$ cat src/rtl/opl3_pkg.sv
// opl3_pkg: constants and types shared along the OPL3 output path.
// Covers the DAC sample width, the I2S slot width and the stereo sample record.
package opl3_pkg;

  localparam int DAC_OUTPUT_WIDTH = 24;
  localparam int I2S_SLOT_WIDTH   = 32;

  typedef struct packed {
    logic signed [DAC_OUTPUT_WIDTH-1:0] l;
    logic signed [DAC_OUTPUT_WIDTH-1:0] r;
  } stereo_sample_t;

  // Debug counters hold at all-ones instead of wrapping.
  function automatic logic [7:0] sat_inc8(input logic [7:0] value);
    return (value == 8'hFF) ? value : value + 8'd1;
  endfunction

endpackage

$ cat src/rtl/opl3_i2s_sample_fifo.sv
// opl3_i2s_sample_fifo: 2-deep stereo sample FIFO between the mixer and the I2S serializer.
// A push on a full FIFO is dropped unless a pop frees an entry in the same cycle.
module opl3_i2s_sample_fifo
  import opl3_pkg::*;
(
  input  logic           clk,
  input  logic           reset_n,
  input  logic           push_i,
  input  stereo_sample_t push_data_i,
  input  logic           pop_i,
  output stereo_sample_t head_o,
  output logic           full_o,
  output logic           empty_o
);

  stereo_sample_t mem_q [2];
  logic           wrPtr_q, wrPtr_d;
  logic           rdPtr_q, rdPtr_d;
  logic [1:0]     count_q, count_d;
  logic           doPush, doPop;

  assign full_o  = (count_q == 2'd2);
  assign empty_o = (count_q == 2'd0);
  assign head_o  = mem_q[rdPtr_q];

  // Pop is evaluated first, so a full FIFO popped this cycle still accepts the push.
  assign doPop  = pop_i && !empty_o;
  assign doPush = push_i && (!full_o || doPop);

  always_comb begin
    wrPtr_d = wrPtr_q;
    rdPtr_d = rdPtr_q;
    count_d = count_q;
    if (doPush) wrPtr_d = ~wrPtr_q;
    if (doPop)  rdPtr_d = ~rdPtr_q;
    case ({doPush, doPop})
      2'b10:   count_d = count_q + 2'd1;
      2'b01:   count_d = count_q - 2'd1;
      default: count_d = count_q;
    endcase
  end

  always_ff @(posedge clk) begin
    if (!reset_n) begin
      wrPtr_q <= 1'b0;
      rdPtr_q <= 1'b0;
      count_q <= 2'd0;
    end else begin
      wrPtr_q <= wrPtr_d;
      rdPtr_q <= rdPtr_d;
      count_q <= count_d;
    end
  end

  always_ff @(posedge clk) begin
    if (doPush) mem_q[wrPtr_q] <= push_data_i;
  end

endmodule

$ cat src/rtl/opl3_i2s_tx.sv
// opl3_i2s_tx: buffers the stereo mix and serializes it as I2S with clocks divided from clk.
// Define OPL3_I2S_LEFT_JUSTIFIED_EN for left-justified framing (no one-bit delay, lrclk=1 selects left).
module opl3_i2s_tx
  import opl3_pkg::*;
#(
  parameter int SAMPLE_WIDTH = DAC_OUTPUT_WIDTH,
  parameter int SLOT_WIDTH   = I2S_SLOT_WIDTH,
  parameter int CLK_DIV      = 4
) (
  input  logic                           clk,
  input  logic                           reset_n,
  input  logic                           sample_valid,
  input  logic signed [SAMPLE_WIDTH-1:0] sample_l,
  input  logic signed [SAMPLE_WIDTH-1:0] sample_r,
  output logic                           i2s_bclk,
  output logic                           i2s_lrclk,
  output logic                           i2s_sdata,
  output logic [7:0]                     underrun_cnt,
  output logic [7:0]                     overflow_cnt
);

  localparam int FRAME_BITS = 2 * SLOT_WIDTH;
  localparam int BCW        = $clog2(FRAME_BITS);
  localparam int DCW        = (CLK_DIV > 1) ? $clog2(CLK_DIV) : 1;
  localparam int SIW        = (SAMPLE_WIDTH > 1) ? $clog2(SAMPLE_WIDTH) : 1;

  logic [DCW-1:0]          div_q, div_d;
  logic                    bclk_q, bclk_d;
  logic                    lrclk_q, lrclk_d;
  logic                    sdata_q, sdata_d;
  logic [BCW-1:0]          bitCnt_q, bitCnt_d;
  stereo_sample_t          frame_q, frame_d;
  logic [7:0]              underrun_q, underrun_d;
  logic [7:0]              overflow_q, overflow_d;

  stereo_sample_t          pushData, fifoHead;
  logic                    fifoPop, fifoFull, fifoEmpty;
  logic                    fallEvent, rightSlot;
  logic [SAMPLE_WIDTH-1:0] slotSample;
  int                      slotBit;

  assign pushData = '{l: sample_l, r: sample_r};

  opl3_i2s_sample_fifo u_fifo (
    .clk         (clk),
    .reset_n     (reset_n),
    .push_i      (sample_valid),
    .push_data_i (pushData),
    .pop_i       (fifoPop),
    .head_o      (fifoHead),
    .full_o      (fifoFull),
    .empty_o     (fifoEmpty)
  );

  // frame_q doubles as the held sample that is repeated whenever a frame starts with an empty FIFO.
  always_comb begin
    div_d      = div_q;
    bclk_d     = bclk_q;
    lrclk_d    = lrclk_q;
    sdata_d    = sdata_q;
    bitCnt_d   = bitCnt_q;
    frame_d    = frame_q;
    underrun_d = underrun_q;
    overflow_d = overflow_q;
    fifoPop    = 1'b0;
    fallEvent  = 1'b0;
    rightSlot  = 1'b0;
    slotSample = '0;
    slotBit    = 0;

    if (sample_valid && fifoFull && !fifoPop) overflow_d = sat_inc8(overflow_q);

    if (div_q == DCW'(CLK_DIV - 1)) begin
      div_d     = '0;
      bclk_d    = ~bclk_q;
      fallEvent = bclk_q;
    end else begin
      div_d = div_q + 1'b1;
    end

    if (fallEvent) begin
      bitCnt_d = (bitCnt_q == BCW'(FRAME_BITS - 1)) ? '0 : bitCnt_q + 1'b1;
      if (bitCnt_d == '0) begin
        if (!fifoEmpty) begin
          fifoPop = 1'b1;
          frame_d = fifoHead;
        end else begin
          underrun_d = sat_inc8(underrun_q);
        end
      end

      // Serialize from the next-state frame so the first bit of a new frame is already correct.
      rightSlot  = (bitCnt_d >= BCW'(SLOT_WIDTH));
      slotSample = rightSlot ? frame_d.r : frame_d.l;
      slotBit    = int'(bitCnt_d) % SLOT_WIDTH;
`ifdef OPL3_I2S_LEFT_JUSTIFIED_EN
      lrclk_d = ~rightSlot;
      if (slotBit < SAMPLE_WIDTH) sdata_d = slotSample[SIW'(SAMPLE_WIDTH - 1 - slotBit)];
      else                        sdata_d = 1'b0;
`else
      lrclk_d = rightSlot;
      if (slotBit >= 1 && slotBit <= SAMPLE_WIDTH) sdata_d = slotSample[SIW'(SAMPLE_WIDTH - slotBit)];
      else                                         sdata_d = 1'b0;
`endif
    end

    if (sample_valid && fifoFull && fifoPop) overflow_d = overflow_q;
  end

  always_ff @(posedge clk) begin
    if (!reset_n) begin
      div_q      <= '0;
      bclk_q     <= 1'b0;
      lrclk_q    <= 1'b1;
      sdata_q    <= 1'b0;
      bitCnt_q   <= BCW'(FRAME_BITS - 1);
      frame_q    <= '0;
      underrun_q <= 8'd0;
      overflow_q <= 8'd0;
    end else begin
      div_q      <= div_d;
      bclk_q     <= bclk_d;
      lrclk_q    <= lrclk_d;
      sdata_q    <= sdata_d;
      bitCnt_q   <= bitCnt_d;
      frame_q    <= frame_d;
      underrun_q <= underrun_d;
      overflow_q <= overflow_d;
    end
  end

  assign i2s_bclk     = bclk_q;
  assign i2s_lrclk    = lrclk_q;
  assign i2s_sdata    = sdata_q;
  assign underrun_cnt = underrun_q;
  assign overflow_cnt = overflow_q;

endmodule
$ cat config.mk
export PLATFORM = sky130hd
export DESIGN_NAME = opl3_i2s_tx
export DESIGN_NICKNAME = d
export VERILOG_FILES = /design/src/rtl/opl3_pkg.sv /design/src/rtl/opl3_i2s_sample_fifo.sv /design/src/rtl/opl3_i2s_tx.sv
export SDC_FILE = /design/constraint.sdc
export NUM_CORES = 1
export LEC_CHECK = 0
export ABC_AREA = 1
export BUFFER_PORTS_ARGS = -buffer_cell sky130_fd_sc_hd__buf_2
export CORE_AREA = 2 2 102 178
export DETAILED_ROUTE_END_ITERATION = 10
export DIE_AREA = 0 0 104 180
export PLACE_DENSITY = 0.73
export SETUP_SLACK_MARGIN = 0.5
export SLEW_MARGIN = 10
export SYNTH_ARGS = -nofsm -noshare
export SYNTH_HDL_FRONTEND = slang
export SYNTH_SLANG_ARGS = --single-unit
$ cat constraint.sdc
create_clock -name clk -period 9.1 [get_ports clk]
set_input_delay 0.91 -clock clk [delete_from_list [all_inputs] [get_ports clk]]
set_output_delay 0.91 -clock clk [all_outputs]
set_load 0.01 [all_outputs]
==> qor.txt <==
NetSw = 0.3969 mW
Outcome = completed
Reg2reg setup slack = 5240 ps
WL/cell = 14.54 um
YS warnings = 0
Max Cap Violations = 0
Share of layout cells above drive strength 1 = 0.1618
Peak Freq = 0.2591 GHz
Routed WL = 16210 um
Critical path type = flip-flop to flip-flop
Number of global-route vias before repair = 5476
Worst endpoint required time = 9160 ps
Peak supply drop = 0.1186 mV
First-pass GRT wire length = 26280 um
Post-Layout Cell Count = 1115
Top_reg_cell synth = edfxtp_1
CTS max path bufs = 2
CTS clk-pin slew, worst paths = 70 ps
Power per cell area = 197.1 mW/mm^2
Ant diodes = 0
Crit. End Element = flip-flop
Clk pwr share = 0.410
# hold bufs at CTS = 0
Pint = 1.324 mW
H-tree depth = 4
Post-route ant nets = 0
Hpwl dp = 11210 um
Area growth, synth to finish = 14.27%
Worst-Margin Slew = 974.3 ps
Core area = 0.01730 mm^2
Starting density of the core = 0.4416
Aggregate global routing overflow = 0
Critical Path Start Type = flip-flop
Initial drt markers = 322
Comb pwr share = 0.075
Number of gates resized after cts = 0
Vias = 5644
Total GRT Usage = 0.1788
Largest cells by area after synthesis = edfxtp_1 38%, dfxtp_1 21%, nand2_1 9.6%, nor2_1 3.7%, o21ai_0 3.3%
Setup Buffers After CTS = 0
Inst Count DP = 1083
Row count = 64
Nets = 927
Final Cycle Share = 0.4241
Async SR Flop Fraction = 0
Synthesized area = 0.007639 mm^2
Final WS setup = 5241 ps
Clock root buffer = clkbuf_16
DRC = 0
Post-synth net total = 874
Switching portion of total power = 0.2307
Largest net degree at the start of global routing = 69
Gpl congestion = 0.9710
CTS tree = done
Post-synth top area share = 0.3774
Worst hold path type = flip-flop to flip-flop
Clock latency on the worst-skew pair = 430 ps
Distinct cell type count after synthesis = 44
Die Height = 180 um
RSZ-0062 raised after global routing = false
Vias per cell = 5.062
Power share of the sequential group = 0.515
CTS sink count = 176
Syn Inst Count = 818
Synth area leader = edfxtp_1
Synthesized area per cell = 9.338 um^2
Yosys reg bits = 176
Final Hold Fails = 0
Pre-CTS WS = 5287 ps
Total CTS buffers = 17
Number of I/O port buffers = 69
Setup TNS = 0 ps
CP Data Arrival Time = 3920 ps
EDFF count, synth = 96
Post-layout min period = 3859 ps
Die width = 104 um
# setup viols final = 0
Top-level I/O count = 70
Initial antenna violation count = 0
CP max FO = 49
Max-slew violations = 0
Relative slew slack = 0.3505
P_leak = 3.456 nW
Seq/Total Area, Yosys = 0.5871
Fin util = 0.5046
Die area = 0.01872 mm^2
DRT Pass-1 Iters = 4
Final Skew = 11.96 ps
==> metal layers <==
layer	vias to the layer above	part of all wire	global-route usage
met5	-	0	0
met2	111	0.55	0.3292
met1	2597	0.38	0.1820
li1	2894	-	-
met4	0	0.051	0.1059
met3	42	0.027	0.04025
==> logic make-up (layout without fill, tap and decap cells) <==
group	count (synthesis)	in the layout	synth area share
AOI/OAI and AO/OA	158	158	0.1230
and+or+nand+nor	355	355	0.2054
muxes	9	9	0.01179
buffers and inverters	111	177	0.05995
xor gates and xnor gates	4	4	0.004587
DFF	176	176	0.5871
adders and majority gates	5	5	0.008190
==> synth_stat cells, drive strengths merged, types with 9 or more instances <==
cell type and n:
dfxtp 80, inv 69, buf 24, a211oi 19
mux2i 9, o21ai 67, nand3 40, nand4 10
nor2 80, clkbuf 17, a21oi 37, edfxtp 96
nand2 202, or2 9, a31oi 16, a311oi 9
==> final timing paths <==
kind | start | endpoint | cells after the start
min | div_q[0]$_SDFF_PP0_ | div_q[0]$_SDFF_PP0_ | 1
max | bitCnt_q[0]$_SDFFE_PN1P_ | u_fifo.mem_q[1][19]$_DFFE_PP_ | 13
max reg2reg | bitCnt_q[0]$_SDFFE_PN1P_ | u_fifo.mem_q[1][19]$_DFFE_PP_ | 13
min reg2reg | div_q[0]$_SDFF_PP0_ | div_q[0]$_SDFF_PP0_ | 1
==> through the flow <==
stage          hold WS (ps)  power, mW  cell area (um^2)
2_1_floorplan         404.3     0.9863              7639
3_3_place_gp          413.2      1.029              8139
3_5_place_dp          422.8      1.032              8139
4_1_cts               432.5      1.733              8728
5_1_grt               442.7      1.778              8728
6_report              426.7      1.720              8728
==> layout by cell type (no fill, tap or decap), types with 4 or more instances in the layout <==
cell type,netlist,routed
nand2_1,196,196
edfxtp_1,96,96
dfxtp_1,80,79
nor2_1,75,73
buf_2,18,69
inv_1,60,61
o21ai_0,51,51
nand3_1,34,34
a21oi_1,34,34
clkbuf_16,0,20
a211oi_1,19,19
o21ai_1,16,16
a31oi_1,16,16
nand4_1,10,10
inv_2,9,9
mux2i_1,9,9
a311oi_1,9,9
buf_4,3,6
a22oi_1,5,5
ha_1,5,5
nand2_2,4,4
nor2_4,2,4
nor3_1,4,4
nor4_1,4,4
nor3b_1,4,4
or2_1,4,4
or2_2,4,4
==> registers in the layout, indices dropped and copies added, names as in the netlist, named ones only <==
name	cells
bitCnt_q	6
div_q	2
i2s_sdata	1
u_fifo.count_q	2
overflow_cnt	8
u_fifo.wrPtr_q	1
u_fifo.mem_q	96
i2s_bclk	1
frame_q	48
underrun_cnt	8
i2s_lrclk	1
u_fifo.rdPtr_q	1
==> final cells by class <==
| class | instances | area, um^2 |
|---|---|---|
| Clock buffer | 22 | 518.0 |
| Clock inverter | 10 | 71.32 |
| Fill cell | 1608 | 8568 |
| Inverter | 70 | 262.8 |
| Multi-Input combinational cell | 531 | 2711 |
| Sequential cell | 176 | 4486 |
| Tap cell | 231 | 289.0 |
| Timing Repair Buffer | 75 | 390.4 |
==> power groups by stage <==
stage	Combinational [mW]	Clock (mW)	Sequential, mW
finish	0.128	0.706	0.886
global route	0.143	0.746	0.889
CTS	0.130	0.717	0.886
detailed placement	0.129	0	0.903
global placement	0.126	0	0.902
floorplan	0.0836	0	0.903
==> critical path, cell delays in order (launching register included) <==
cell     delay, ps
dfxtp_1        380
ha_1           280
nand2_4        100
inv_2          120
nand3_4        100
nand3_2         90
buf_4          370
nand3_4        420
nor2_4         290
nand2_4        240
a21oi_2        250
inv_1          130
nor2_4          90
buf_4          530
(Power assumes the default switching activity.)
